`config.mk`:
```
export PLATFORM = sky130hd
export DESIGN_NAME = pwm_button_ctrl
export DESIGN_NICKNAME = d
export VERILOG_FILES = /design/src/rtl/pwm_button_ctrl.sv
export SDC_FILE = /design/constraint.sdc
export NUM_CORES = 1
export LEC_CHECK = 0
export CAP_MARGIN = 25
export CORE_UTILIZATION = 30
export CTS_CLUSTER_SIZE = 16
export DETAILED_ROUTE_END_ITERATION = 10
export REMOVE_ABC_BUFFERS = 1
export SLEW_MARGIN = 0
export SYNTH_ARGS = -nofsm -noshare
export SYNTH_HDL_FRONTEND = slang
export SYNTH_SLANG_ARGS = --single-unit
```
`constraint.sdc`:
```
create_clock -name clk -period 5.2 [get_ports clk]
set_input_delay 0.52 -clock clk [delete_from_list [all_inputs] [get_ports clk]]
set_output_delay 0.52 -clock clk [all_outputs]
set_load 0.01 [all_outputs]
```
`src/rtl/pwm_button_ctrl.sv`:
```
// rtl/pwm_button_ctrl.sv - debounced inc/dec pushbuttons to single-cycle PWM duty requests
module pwm_button_ctrl #(
  parameter int DEBOUNCE_CYCLES = 16,
  parameter int REPEAT_EN       = 1,
  parameter int REPEAT_DELAY    = 64,
  parameter int REPEAT_PERIOD   = 32,
  parameter int CNT_W           = 8
) (
  input  logic clk,
  input  logic rst,
  input  logic btn_inc_raw,
  input  logic btn_dec_raw,
  output logic duty_inc,
  output logic duty_dec,
  output logic btn_inc_db,
  output logic btn_dec_db
);

  localparam longint CNT_MAX = (longint'(1) << CNT_W) - 1;

  // Illegal counter sizing or timing values stop elaboration.
  if (DEBOUNCE_CYCLES < 2 || longint'(DEBOUNCE_CYCLES) > CNT_MAX ||
      REPEAT_DELAY < 1 || longint'(REPEAT_DELAY) > CNT_MAX ||
      REPEAT_PERIOD < 2 || longint'(REPEAT_PERIOD) > CNT_MAX) begin : g_bad_cfg
    $error("pwm_button_ctrl: illegal DEBOUNCE_CYCLES/REPEAT_DELAY/REPEAT_PERIOD for CNT_W");
  end

  typedef enum logic [1:0] {S_IDLE, S_PRESS, S_HOLD, S_REPEAT} state_t;

  // Both debounced levels high now, and after the coming edge.
  logic both;
  logic both_nxt;

  // Index 0 is the increment button, index 1 the decrement button.
  for (genvar i = 0; i < 2; i++) begin : g_btn
    logic             raw;
    logic             sync_1;
    logic             sync_2;
    logic             db;
    logic             db_nxt;
    logic [CNT_W-1:0] db_cnt;
    logic [CNT_W-1:0] rpt_cnt;
    logic             pulse;
    state_t           state;

    assign raw = (i == 0) ? btn_inc_raw : btn_dec_raw;

    // Debounced level after the coming edge; flips only after a full stable run.
    assign db_nxt = (sync_2 != db && db_cnt == CNT_W'(DEBOUNCE_CYCLES - 1)) ? sync_2 : db;

    // Two-flop synchronizer for the asynchronous button.
    always_ff @(posedge clk) begin
      if (rst) begin
        sync_1 <= 1'b0;
        sync_2 <= 1'b0;
      end else begin
        sync_1 <= raw;
        sync_2 <= sync_1;
      end
    end

    // Debounce: count consecutive cycles of disagreement, flip the level at the limit.
    always_ff @(posedge clk) begin
      if (rst) begin
        db     <= 1'b0;
        db_cnt <= '0;
      end else begin
        db <= db_nxt;
        if (sync_2 == db || db_cnt == CNT_W'(DEBOUNCE_CYCLES - 1)) begin
          db_cnt <= '0;
        end else begin
          db_cnt <= db_cnt + 1'b1;
        end
      end
    end

    // Press / hold / auto-repeat FSM; a pulse is dropped if both buttons will be held.
    always_ff @(posedge clk) begin
      if (rst) begin
        state   <= S_IDLE;
        rpt_cnt <= '0;
        pulse   <= 1'b0;
      end else begin
        pulse <= 1'b0;
        if (!db) begin
          state   <= S_IDLE;
          rpt_cnt <= '0;
        end else if (both) begin
          // Conflict: park in HOLD so the survivor restarts the delay after release.
          state   <= S_HOLD;
          rpt_cnt <= '0;
        end else begin
          case (state)
            S_IDLE: begin
              state <= S_PRESS;
              pulse <= ~both_nxt;
            end
            S_PRESS: begin
              state   <= S_HOLD;
              rpt_cnt <= '0;
            end
            S_HOLD: begin
              if (REPEAT_EN != 0) begin
                if (rpt_cnt == CNT_W'(REPEAT_DELAY - 1)) begin
                  state   <= S_REPEAT;
                  rpt_cnt <= '0;
                  pulse   <= ~both_nxt;
                end else begin
                  rpt_cnt <= rpt_cnt + 1'b1;
                end
              end
            end
            S_REPEAT: begin
              if (rpt_cnt == CNT_W'(REPEAT_PERIOD - 1)) begin
                rpt_cnt <= '0;
                pulse   <= ~both_nxt;
              end else begin
                rpt_cnt <= rpt_cnt + 1'b1;
              end
            end
            default: begin
              state   <= S_IDLE;
              rpt_cnt <= '0;
            end
          endcase
        end
      end
    end
  end

  assign both     = g_btn[0].db & g_btn[1].db;
  assign both_nxt = g_btn[0].db_nxt & g_btn[1].db_nxt;

  assign duty_inc   = g_btn[0].pulse;
  assign duty_dec   = g_btn[1].pulse;
  assign btn_inc_db = g_btn[0].db;
  assign btn_dec_db = g_btn[1].db;

endmodule

```
# Word-level counts from Yosys, hierarchy flattened
# Index checks and enable logic that the tools add are counted.
[classes]
n_addsub = 4
n_eq_ne = 20
muxes = 20
bitwise_logic = 5
reduce_logical = 22
[op_table]
columns = ["op", "count"]
rows = [
  ["$pmux 8 s3", 2],
  ["$add 8x1->8 const B", 4],
  ["$mux 8", 4],
  ["$eq 8x4->1 const B", 2],
  ["$eq 8x5->1 const B", 2],
  ["$eq 8x6->1 const B", 2],
  ["$pmux 2 s3", 2],
  ["$reduce_bool 3->1", 4],
  ["$eq 2x2->1 const B", 4],
  ["$mux 2", 4],
  ["$reduce_and 2->1", 4],
  ["$reduce_bool 4->1", 2],
  ["$reduce_or 2->1", 4],
  ["$mux 1", 6],
  ["$ne 3x3->1 const B", 2],
  ["$pmux 1 s3", 2],
  ["$reduce_or 3->1", 2],
  ["$eq 2x1->1 const B", 2],
  ["$logic_not 2->1", 2],
  ["$ne 2x2->1 const B", 2],
  ["$not 1->1", 3],
  ["$and 1x1->1", 2],
  ["$eq 1x1->1", 2],
  ["$logic_and 1x1->1", 2],
  ["2 further kinds", 4],
]
[word_totals]
reg_bits = 44
in_bits = 4
output_inout_bits = 4
elab_cells = 87

# Logic depth before layout (Yosys ltp)
# Gate-level depths: netlist (run 1).
[depth]
ltp_word = 7
ltp_mapped = 7
mapped_depth_nobuf = 6

# Worst setup path before layout (run 1)
# No wires, ideal clock.
[synth_timing]
path_type = "register to register"
startpoint = "register g_btn[1].rpt_cnt[0]"
endpoint = "register g_btn[1].state[1]"
setup_ps = 122
arrival_ps = 1584
t_required_ps = 5078
slack_ps = 3495
stages_incl_launch_ff = 7
path_buffers = 1
period_less_slack_ps = 1705
cell_sequence = "dfxtp_1 > ha_1 > and4_1 > buf_6 > a31oi_4 > or4_1 > o311a_1"
[synth_between]
elab_chain_cells = 3
[synth_lines]
columns = ["item", "line", "text"]
rows = [
  ["from (decl)", "42", "logic [CNT_W-1:0] rpt_cnt;"],
  ["from (signal assigned)", "109", "rpt_cnt <= rpt_cnt + 1'b1;"],
  ["from (signal assigned)", "118", "rpt_cnt <= rpt_cnt + 1'b1;"],
  ["$eq 8x6->1", "104", "if (rpt_cnt == CNT_W'(REPEAT_DELAY - 1)) begin"],
  ["$ne 3x3->1 (no source line)", "--", ""],
  ["$reduce_and 2->1 (no source line)", "--", ""],
  ["to (signal assigned)", "99", "state <= S_HOLD;"],
  ["to (signal assigned)", "105", "state <= S_REPEAT;"],
  ["to (signal assigned)", "122", "state <= S_IDLE;"],
  ["to (decl)", "44", "state_t state;"],
]
# No other way between the ends.
# A chain may end at the register's enable or synchronous reset.

# Worst setup path in the final report (run 1)
[layout_timing]
startpoint = "input port rst"
endpoint = "register g_btn[1].rpt_cnt[5]"
[layout_between]
elab_chain_cells = 1
[layout_lines]
columns = ["item", "line", "text"]
rows = [
  ["from (decl)", "10", "input logic rst,"],
  ["$reduce_or 3->1 (no source line)", "--", ""],
]
# No other way between the ends.

==> run_summary.xml, run 1 <==
<?xml version="1.0" encoding="UTF-8"?>
<metrics>
  <group name="synth">
    <metric name="synthMuxAreaShare" unit="%">2.273</metric>
    <metric name="postSynthRegisterBits" unit="">44</metric>
    <metric name="synth_top_area_cells" unit="">sky130_fd_sc_hd__dfxtp_1, sky130_fd_sc_hd__ha_1, sky130_fd_sc_hd__nor2_1</metric>
    <metric name="yosysTopAreaCellShare" unit="%">40.00</metric>
    <metric name="synth_sequential_area_ratio" unit="%">40.00</metric>
    <metric name="synthDistinctLibCells" unit="">42</metric>
    <metric name="postSynthCellCount" unit="">248</metric>
    <metric name="synth.avg_cell_area" unit="µm²">8.879</metric>
    <metric name="synth.largest_area_cell" unit="">sky130_fd_sc_hd__dfxtp_1</metric>
    <metric name="yosys.area_share.xor_xnor" unit="%">7.955</metric>
    <metric name="synth_simple_gate_area_share" unit="%">27.10</metric>
    <metric name="synth-warning-count" unit="">0</metric>
    <metric name="yosys_most_used_dff" unit="">sky130_fd_sc_hd__dfxtp_1</metric>
    <metric name="netlist_top_cells_count" unit="">sky130_fd_sc_hd__dfxtp_1, sky130_fd_sc_hd__nor2_1, sky130_fd_sc_hd__ha_1</metric>
    <metric name="synthesis.area" unit="mm²">0.002202</metric>
    <metric name="synth-edff-count" unit="">0</metric>
    <metric name="synth_adder_area_share" unit="%">9.659</metric>
    <metric name="synth_top_family_by_area" unit="">simple AND/OR/NAND/NOR gates</metric>
    <metric name="synthMostInstantiatedCell" unit="">sky130_fd_sc_hd__dfxtp_1</metric>
    <metric name="ys_async_sr_fraction" unit="%">0</metric>
    <metric name="synth-compound-area-share" unit="%">9.943</metric>
  </group>
  <group name="sta">
    <metric name="worst-slew-pin-transition" unit="ps">521.7</metric>
    <metric name="rsz0062_at_grt" unit="">no</metric>
    <metric name="layout_worst_path_cycle_share" unit="%">37.97</metric>
    <metric name="finalWorstPathRequiredPeriod" unit="ps">1974</metric>
    <metric name="timing_hold_violations_final" unit="">0</metric>
    <metric name="report.final.setup_viol" unit="">0</metric>
    <metric name="max_clock_freq" unit="GHz">0.5065</metric>
    <metric name="slew-limit-headroom" unit="%">65.15</metric>
    <metric name="final.setup.tns" unit="ps">0</metric>
    <metric name="drv_slew" unit="">0</metric>
    <metric name="fin_skew" unit="ps">8.115</metric>
  </group>
  <group name="floorplanning">
    <metric name="floorplan.die.height" unit="µm">87.68</metric>
    <metric name="die_area" unit="mm²">0.007687</metric>
    <metric name="coreArea" unit="mm²">0.006944</metric>
    <metric name="num_io_pins" unit="">8</metric>
    <metric name="start_util" unit="%">31.71</metric>
    <metric name="placement_rows" unit="">30</metric>
    <metric name="die-width" unit="µm">87.68</metric>
  </group>
  <group name="worst_setup_path">
    <metric name="crit_family" unit="">simple AND/OR/NAND/NOR gates</metric>
    <metric name="cp.depth" unit="">5</metric>
    <metric name="worstPathCellList" unit="">clkdlybuf4s50_1, or3b_2, nor3_1, nand4b_1, nand3_1</metric>
    <metric name="critical_path_max_stage_delay" unit="ps">670</metric>
    <metric name="crit-reg2reg-launch" unit="">g_btn[1].rpt_cnt[0]$_SDFFE_PP0P_</metric>
    <metric name="worst-endpoint-required" unit="ps">5440</metric>
    <metric name="start_kind" unit="">primary input</metric>
    <metric name="ff2ff_path_depth" unit="">5</metric>
    <metric name="setup.reg_to_reg.worst_slack" unit="ps">3320</metric>
    <metric name="setup.worst_path.class" unit="">in -&gt; reg</metric>
    <metric name="slowest_stage_cell_cp" unit="">sky130_fd_sc_hd__or3b_2</metric>
    <metric name="worst_setup_path_endpoint" unit="">g_btn[1].rpt_cnt[5]$_SDFFE_PP0P_</metric>
    <metric name="worst_ep_arrival_time" unit="ps">2220</metric>
    <metric name="worst_setup_path_end_kind" unit="">register</metric>
    <metric name="timing.rr.end" unit="">g_btn[1].state[1]$_SDFFE_PP0P_</metric>
    <metric name="critical_path.startpoint" unit="">rst</metric>
    <metric name="timing.critical_path.buf_inv" unit="">1</metric>
    <metric name="crit_fanout" unit="">12</metric>
  </group>
  <group name="placed_design">
    <metric name="place_congestion" unit="">0.7399</metric>
    <metric name="place_area" unit="mm²">0.002351</metric>
    <metric name="detailed_placement_wirelength_estimate" unit="µm">2910</metric>
    <metric name="port-buffer-count" unit="">7</metric>
  </group>
  <group name="power">
    <metric name="peakVddDrop" unit="mV">0.08708</metric>
    <metric name="switchingPower" unit="mW">0.1219</metric>
    <metric name="sequential_fraction_of_design_power" unit="%">59.3</metric>
    <metric name="power.internal" unit="mW">0.4501</metric>
    <metric name="power_density" unit="mW/mm²">234.0</metric>
    <metric name="pwr-share-clk" unit="%">39.5</metric>
    <metric name="power_switching_share" unit="%">21.31</metric>
    <metric name="power_leakage" unit="nW">0.8255</metric>
    <metric name="power.combinational.fraction" unit="%">1.2</metric>
  </group>
  <group name="routing">
    <metric name="initialDrtViolationCount" unit="">132</metric>
    <metric name="uppermost_layer_routed" unit="">met4</metric>
    <metric name="wl_met1" unit="µm">1979</metric>
    <metric name="route.met3.wl" unit="µm">171</metric>
    <metric name="met2RoutedLength" unit="µm">1850</metric>
    <metric name="routed-via-count" unit="">1672</metric>
    <metric name="drt_first_pass_iters" unit="">4</metric>
    <metric name="routedWlPerCell" unit="µm">11.60</metric>
    <metric name="route.antenna.remaining_nets" unit="">0</metric>
    <metric name="drc" unit="">0</metric>
    <metric name="route.detailed.vias_per_inst" unit="">4.764</metric>
    <metric name="drt-total-wl" unit="µm">4071</metric>
  </group>
  <group name="global_route">
    <metric name="track_usage" unit="%">11.43</metric>
    <metric name="antenna_violations_before_repair" unit="">0</metric>
    <metric name="maximum_number_of_pins_on_one_net_before_global_route_repair" unit="">17</metric>
    <metric name="grt_pass1_wl" unit="µm">6817</metric>
    <metric name="overflow" unit="">0</metric>
    <metric name="first_global_vias" unit="">1552</metric>
  </group>
  <group name="final_layout">
    <metric name="antenna_cells" unit="">0</metric>
    <metric name="finalInstanceArea" unit="mm²">0.002445</metric>
    <metric name="area.growth.synth_to_final" unit="%">11.02</metric>
    <metric name="fillerInstances" unit="">728</metric>
    <metric name="nets" unit="">275</metric>
    <metric name="drive_gt1_share" unit="%">5.490</metric>
    <metric name="final_core_util" unit="%">35.21</metric>
    <metric name="multi_input_area" unit="mm²">0.001254</metric>
    <metric name="total_area_of_sequential_cells" unit="µm²">880.8</metric>
  </group>
  <group name="cts">
    <metric name="cts_root_buf" unit="">sky130_fd_sc_hd__clkbuf_8</metric>
    <metric name="holdBufCountCts" unit="">0</metric>
    <metric name="cts_inserted_buffers" unit="">5</metric>
    <metric name="htree_num_levels" unit="">2</metric>
    <metric name="cts-root-to-sink-buffers" unit="">2</metric>
    <metric name="clkTransAtPathRegs" unit="ps">90</metric>
    <metric name="clock_sinks" unit="">44</metric>
    <metric name="cts.repair_timing.setup_buffer_count" unit="">0</metric>
    <metric name="cts_tree" unit="">done</metric>
    <metric name="post_cts_resize_count" unit="">0</metric>
    <metric name="skew_pair_late_insertion_delay" unit="ps">300</metric>
  </group>
  <group name="run_status">
    <metric name="run_status" unit="">completed</metric>
  </group>
  <group name="min_path">
    <metric name="hold_path_class" unit="">reg -&gt; reg</metric>
  </group>
  <group name="run">
    <metric name="maxCapViolCount" unit="">0</metric>
  </group>
</metrics>
metal layers:
layer / vias up / track usage, %
met5: - / 0
met4: 0 / 5.812
met3: 5 / 2.922
met2: 25 / 18.54
met1: 773 / 14.03
li1: 869 / -
power groups by stage:
stage               Clock, mW  Sequential (mW)  Combinational (mW)
floorplan                   0            0.347             0.00280
global placement            0            0.347             0.00691
detailed placement          0            0.347             0.00698
CTS                     0.236            0.339             0.00701
global route            0.248            0.340             0.00770
finish                  0.226            0.339             0.00690
area by class of cell:
| cell class | count | area share [%] |
|---|---|---|
| clock inverter | 1 | 0.3071 |
| timing repair buffer | 7 | 2.866 |
| tap | 96 | 4.913 |
| inverter | 7 | 1.075 |
| sequential | 44 | 36.03 |
| multi-input combinational | 189 | 51.28 |
| clock buffer | 7 | 3.531 |
kinds of logic after synthesis:
| logic type | Yosys count |
|---|---|
| multiplexers | 5 |
| buffers and inverters | 15 |
| AND/OR/NAND/NOR | 117 |
| AO/OA/AOI/OAI | 30 |
| flip-flops | 44 |
| XOR/XNOR | 20 |
| adder cells (fa/ha/maj) | 17 |
worst min path at each step:
stage,depth (start not counted),slack [ps],from,to
after detailed placement,1,430,g_btn[1].sync_1$_SDFF_PP0_,g_btn[1].sync_2$_SDFF_PP0_
after CTS,1,450,g_btn[0].sync_1$_SDFF_PP0_,g_btn[0].sync_2$_SDFF_PP0_
final,1,440,g_btn[0].sync_1$_SDFF_PP0_,g_btn[0].sync_2$_SDFF_PP0_
after global placement,1,420,g_btn[0].sync_1$_SDFF_PP0_,g_btn[0].sync_2$_SDFF_PP0_
after global routing,1,470,g_btn[0].sync_1$_SDFF_PP0_,g_btn[0].sync_2$_SDFF_PP0_
after floorplan,1,410,g_btn[1].db_cnt[0]$_SDFF_PP0_,g_btn[1].db_cnt[0]$_SDFF_PP0_
stage by stage:
stage,std cells,power (mW),hold WS [ps],setup WS (ps)
after floorplan,240,0.3500,413.2,3471
after CTS,351,0.5829,449.8,3241
after detailed placement,343,0.3543,429.1,2929
after global routing,351,0.5959,468.5,3101
final,351,0.5720,444.3,3226
after global placement,343,0.3542,418.7,2962
cells in the final DEF, fill, tap and decap left out, drive strengths merged, types with 2 or more instances in the layout:
cell            n
or4             2
nor3            9
nor2           40
o21ai           5
ha             17
a21oi          12
nand2          13
xnor2          12
inv             7
o221a           2
nor2b           9
or3             3
mux2i           5
nand2b          3
nand4           7
clkdlybuf4s50   7
clkbuf          7
a31oi           5
nand3          16
and3            4
xor2            8
nand4b          3
dfxtp          44
sequential cells by signal (all words and copies together) (netlist names):
register / count
g_btn.rpt_cnt: 16
g_btn.state: 4
g_btn.sync_1: 2
btn_dec_db: 1
btn_inc_db: 1
duty_dec: 1
g_btn.db_cnt: 16
g_btn.sync_2: 2
duty_inc: 1
(Power assumes the default switching activity.)
==> inputs of run 2 (changes only) <==
==> constraint.sdc (replaced) <==
create_clock -name clk -period 2.01 [get_ports clk]
set_input_delay 0.201 -clock clk [delete_from_list [all_inputs] [get_ports clk]]
set_output_delay 0.201 -clock clk [all_outputs]
set_load 0.01 [all_outputs]
==> run_summary.xml, run 2 (synthesis results as in run 1) <==
<?xml version="1.0" encoding="UTF-8"?>
<metrics>
  <group name="final_layout">
    <metric name="drive_gt1_share" unit="%">7.692</metric>
    <metric name="most_used_cells_in_the_layout_excluding_fill_and_tap_cells" unit="">sky130_fd_sc_hd__dfxtp_1, sky130_fd_sc_hd__nor2_1, sky130_fd_sc_hd__ha_1, sky130_fd_sc_hd__nand3_1, sky130_fd_sc_hd__nand2_1</metric>
    <metric name="most_frequent_standard_cell_in_the_layout_excluding_fill_and_tap_cells" unit="">sky130_fd_sc_hd__dfxtp_1</metric>
    <metric name="antenna_cells" unit="">0</metric>
    <metric name="finalInstanceArea" unit="mm²">0.002481</metric>
    <metric name="area.growth.synth_to_final" unit="%">12.67</metric>
    <metric name="nets" unit="">280</metric>
    <metric name="top_regs" unit="">g_btn.db_cnt (16), g_btn.rpt_cnt (16), g_btn.state (4)</metric>
    <metric name="finalNonFillerCells" unit="">356</metric>
    <metric name="fillerInstances" unit="">707</metric>
  </group>
  <group name="global_route">
    <metric name="grt_pass1_wl" unit="µm">6410</metric>
    <metric name="maximum_number_of_pins_on_one_net_before_global_route_repair" unit="">17</metric>
    <metric name="antenna_violations_before_repair" unit="">0</metric>
    <metric name="first_global_vias" unit="">1455</metric>
    <metric name="overflow" unit="">0</metric>
    <metric name="track_usage" unit="%">10.84</metric>
  </group>
  <group name="sta">
    <metric name="final.setup.tns" unit="ps">0</metric>
    <metric name="layout_worst_path_cycle_share" unit="%">93.46</metric>
    <metric name="final.setup.worst_slack" unit="ps">131.5</metric>
    <metric name="max_clock_freq" unit="GHz">0.5323</metric>
    <metric name="fin_skew" unit="ps">5.688</metric>
    <metric name="timing_hold_violations_final" unit="">0</metric>
    <metric name="report.final.setup_viol" unit="">0</metric>
    <metric name="finalWorstPathRequiredPeriod" unit="ps">1879</metric>
    <metric name="slew-limit-headroom" unit="%">65.01</metric>
    <metric name="rsz0062_at_grt" unit="">no</metric>
    <metric name="drv_slew" unit="">0</metric>
    <metric name="worst-slew-pin-transition" unit="ps">524.9</metric>
  </group>
  <group name="routing">
    <metric name="drt_first_pass_iters" unit="">4</metric>
    <metric name="initialDrtViolationCount" unit="">108</metric>
    <metric name="routed-via-count" unit="">1668</metric>
    <metric name="route.antenna.remaining_nets" unit="">0</metric>
    <metric name="routedWlPerCell" unit="µm">10.90</metric>
    <metric name="drc" unit="">0</metric>
    <metric name="route.detailed.vias_per_inst" unit="">4.685</metric>
    <metric name="drt-total-wl" unit="µm">3879</metric>
  </group>
  <group name="placed_design">
    <metric name="port-buffer-count" unit="">7</metric>
    <metric name="place_inst" unit="">348</metric>
    <metric name="detailed_placement_wirelength_estimate" unit="µm">2820</metric>
    <metric name="place_congestion" unit="">0.7517</metric>
    <metric name="place_area" unit="mm²">0.002389</metric>
    <metric name="preCtsSetupSlack" unit="ps">170.3</metric>
  </group>
  <group name="cts">
    <metric name="post_cts_resize_count" unit="">0</metric>
    <metric name="clkTransAtPathRegs" unit="ps">80</metric>
    <metric name="cts_inserted_buffers" unit="">5</metric>
    <metric name="cts_tree" unit="">done</metric>
    <metric name="cts.repair_timing.setup_buffer_count" unit="">0</metric>
    <metric name="cts_root_buf" unit="">sky130_fd_sc_hd__clkbuf_8</metric>
    <metric name="skew_pair_late_insertion_delay" unit="ps">290</metric>
    <metric name="htree_num_levels" unit="">2</metric>
    <metric name="holdBufCountCts" unit="">0</metric>
    <metric name="cts-root-to-sink-buffers" unit="">2</metric>
    <metric name="clock_sinks" unit="">44</metric>
  </group>
  <group name="worst_setup_path">
    <metric name="start_kind" unit="">register</metric>
    <metric name="worstPathCellList" unit="">ha_1, and4_1, a31oi_4, or4_1, o311a_1</metric>
    <metric name="setup.reg_to_reg.worst_slack" unit="ps">130</metric>
    <metric name="critical_path_max_stage_delay" unit="ps">490</metric>
    <metric name="setup.worst_path.class" unit="">reg -&gt; reg</metric>
    <metric name="worst_ep_arrival_time" unit="ps">2060</metric>
    <metric name="worst_setup_path_end_kind" unit="">register</metric>
    <metric name="crit_fanout" unit="">6</metric>
    <metric name="slowest_stage_cell_cp" unit="">sky130_fd_sc_hd__or4_1</metric>
    <metric name="timing.critical_path.buf_inv" unit="">0</metric>
    <metric name="worst-endpoint-required" unit="ps">2190</metric>
    <metric name="crit_family" unit="">simple AND/OR/NAND/NOR gates</metric>
  </group>
  <group name="power">
    <metric name="power_density" unit="mW/mm²">590.3</metric>
    <metric name="power_leakage" unit="nW">0.8554</metric>
    <metric name="peakVddDrop" unit="mV">0.2710</metric>
  </group>
  <group name="floorplanning">
    <metric name="num_io_pins" unit="">8</metric>
    <metric name="placement_rows" unit="">30</metric>
    <metric name="floorplan.die.height" unit="µm">87.68</metric>
    <metric name="die-width" unit="µm">87.68</metric>
    <metric name="coreArea" unit="mm²">0.006944</metric>
    <metric name="start_util" unit="%">31.71</metric>
    <metric name="die_area" unit="mm²">0.007687</metric>
  </group>
  <group name="run">
    <metric name="maxCapViolCount" unit="">0</metric>
  </group>
  <group name="min_path">
    <metric name="hold_path_class" unit="">reg -&gt; reg</metric>
  </group>
  <group name="run_status">
    <metric name="run_status" unit="">completed</metric>
  </group>
</metrics>
run 2: cell count changes in the layout (fill, tap and decap cells not counted):
cell / change
sky130_fd_sc_hd__clkinvlp_4: -1
sky130_fd_sc_hd__clkinv_2: +2
sky130_fd_sc_hd__buf_4: +5
sky130_fd_sc_hd__clkbuf_1: -1
run 2: metrics by stage:
stage	hold WS (ps)	util, %	power, mW
global route	459.4	35.73	1.529
global placement	421.7	34.40	0.9190
floorplan	272.6	-	0.9053
detailed placement	423.9	34.40	0.9192
CTS	443.8	35.73	1.491
finish	439.8	35.73	1.465
run 2: power by group:
| part | internal, mW | total, mW | leakage [nW] | switching [mW] |
|---|---|---|---|---|
| combinational | 0.0118 | 0.0203 | 0.449 | 0.00849 |
| sequential | 0.876 | 0.878 | 0.355 | 0.00223 |
| clock | 0.274 | 0.566 | 0.0510 | 0.292 |
run 2: per-layer routing:
layer | routed length, µm | vias up | GRT usage [%]
met1 | 2027 | 760 | 13.75
met3 | 92 | 4 | 3.110
li1 | - | 887 | -
met4 | 78 | 0 | 5.365
met2 | 1680 | 17 | 16.83
met5 | 0 | - | 0
run 2: final cells by class:
class                           count  area, µm²  share of cell area, %
Clock buffer                        6      82.58                  3.328
Clock inverter                      2      10.01                 0.4034
Inverter                            7      26.28                  1.059
Multi-Input combinational cell    189       1254                  50.53
Sequential cell                    44      880.8                  35.50
Tap cell                           96      120.1                  4.841
Timing Repair Buffer               12      107.6                  4.337
run 2: path summary, 6_finish.rpt:
check | to | cells past startpoint | startpoint
worst max-delay path | g_btn[1].state[1]$_SDFFE_PP0P_ | 5 | g_btn[1].rpt_cnt[0]$_SDFFE_PP0P_
worst min-delay path | g_btn[1].db_cnt[0]$_SDFF_PP0_ | 1 | g_btn[1].db_cnt[0]$_SDFF_PP0_
worst max register to register | g_btn[1].state[1]$_SDFFE_PP0P_ | 5 | g_btn[1].rpt_cnt[0]$_SDFFE_PP0P_
worst min register to register | g_btn[1].db_cnt[0]$_SDFF_PP0_ | 1 | g_btn[1].db_cnt[0]$_SDFF_PP0_
run 2: worst reg2reg max path: cells and delay by family, from the launching register on:
family,cells,cell delay [ps]
adders and majority gates,1,270
AOI/OAI and AO/OA,2,270
and+or+nand+nor,2,850
DFF,1,390
==> inputs of run 3 (changes only) <==
--- a/config.mk
+++ b/config.mk
@@ -10,6 +10,7 @@
 export CTS_CLUSTER_SIZE = 16
 export DETAILED_ROUTE_END_ITERATION = 10
 export REMOVE_ABC_BUFFERS = 1
+export SKIP_CTS_REPAIR_TIMING = 1
 export SLEW_MARGIN = 0
 export SYNTH_ARGS = -nofsm -noshare
 export SYNTH_HDL_FRONTEND = slang
==> results of run 3 <==
The final DEF is identical to that of run 2; final timing and power are the same.
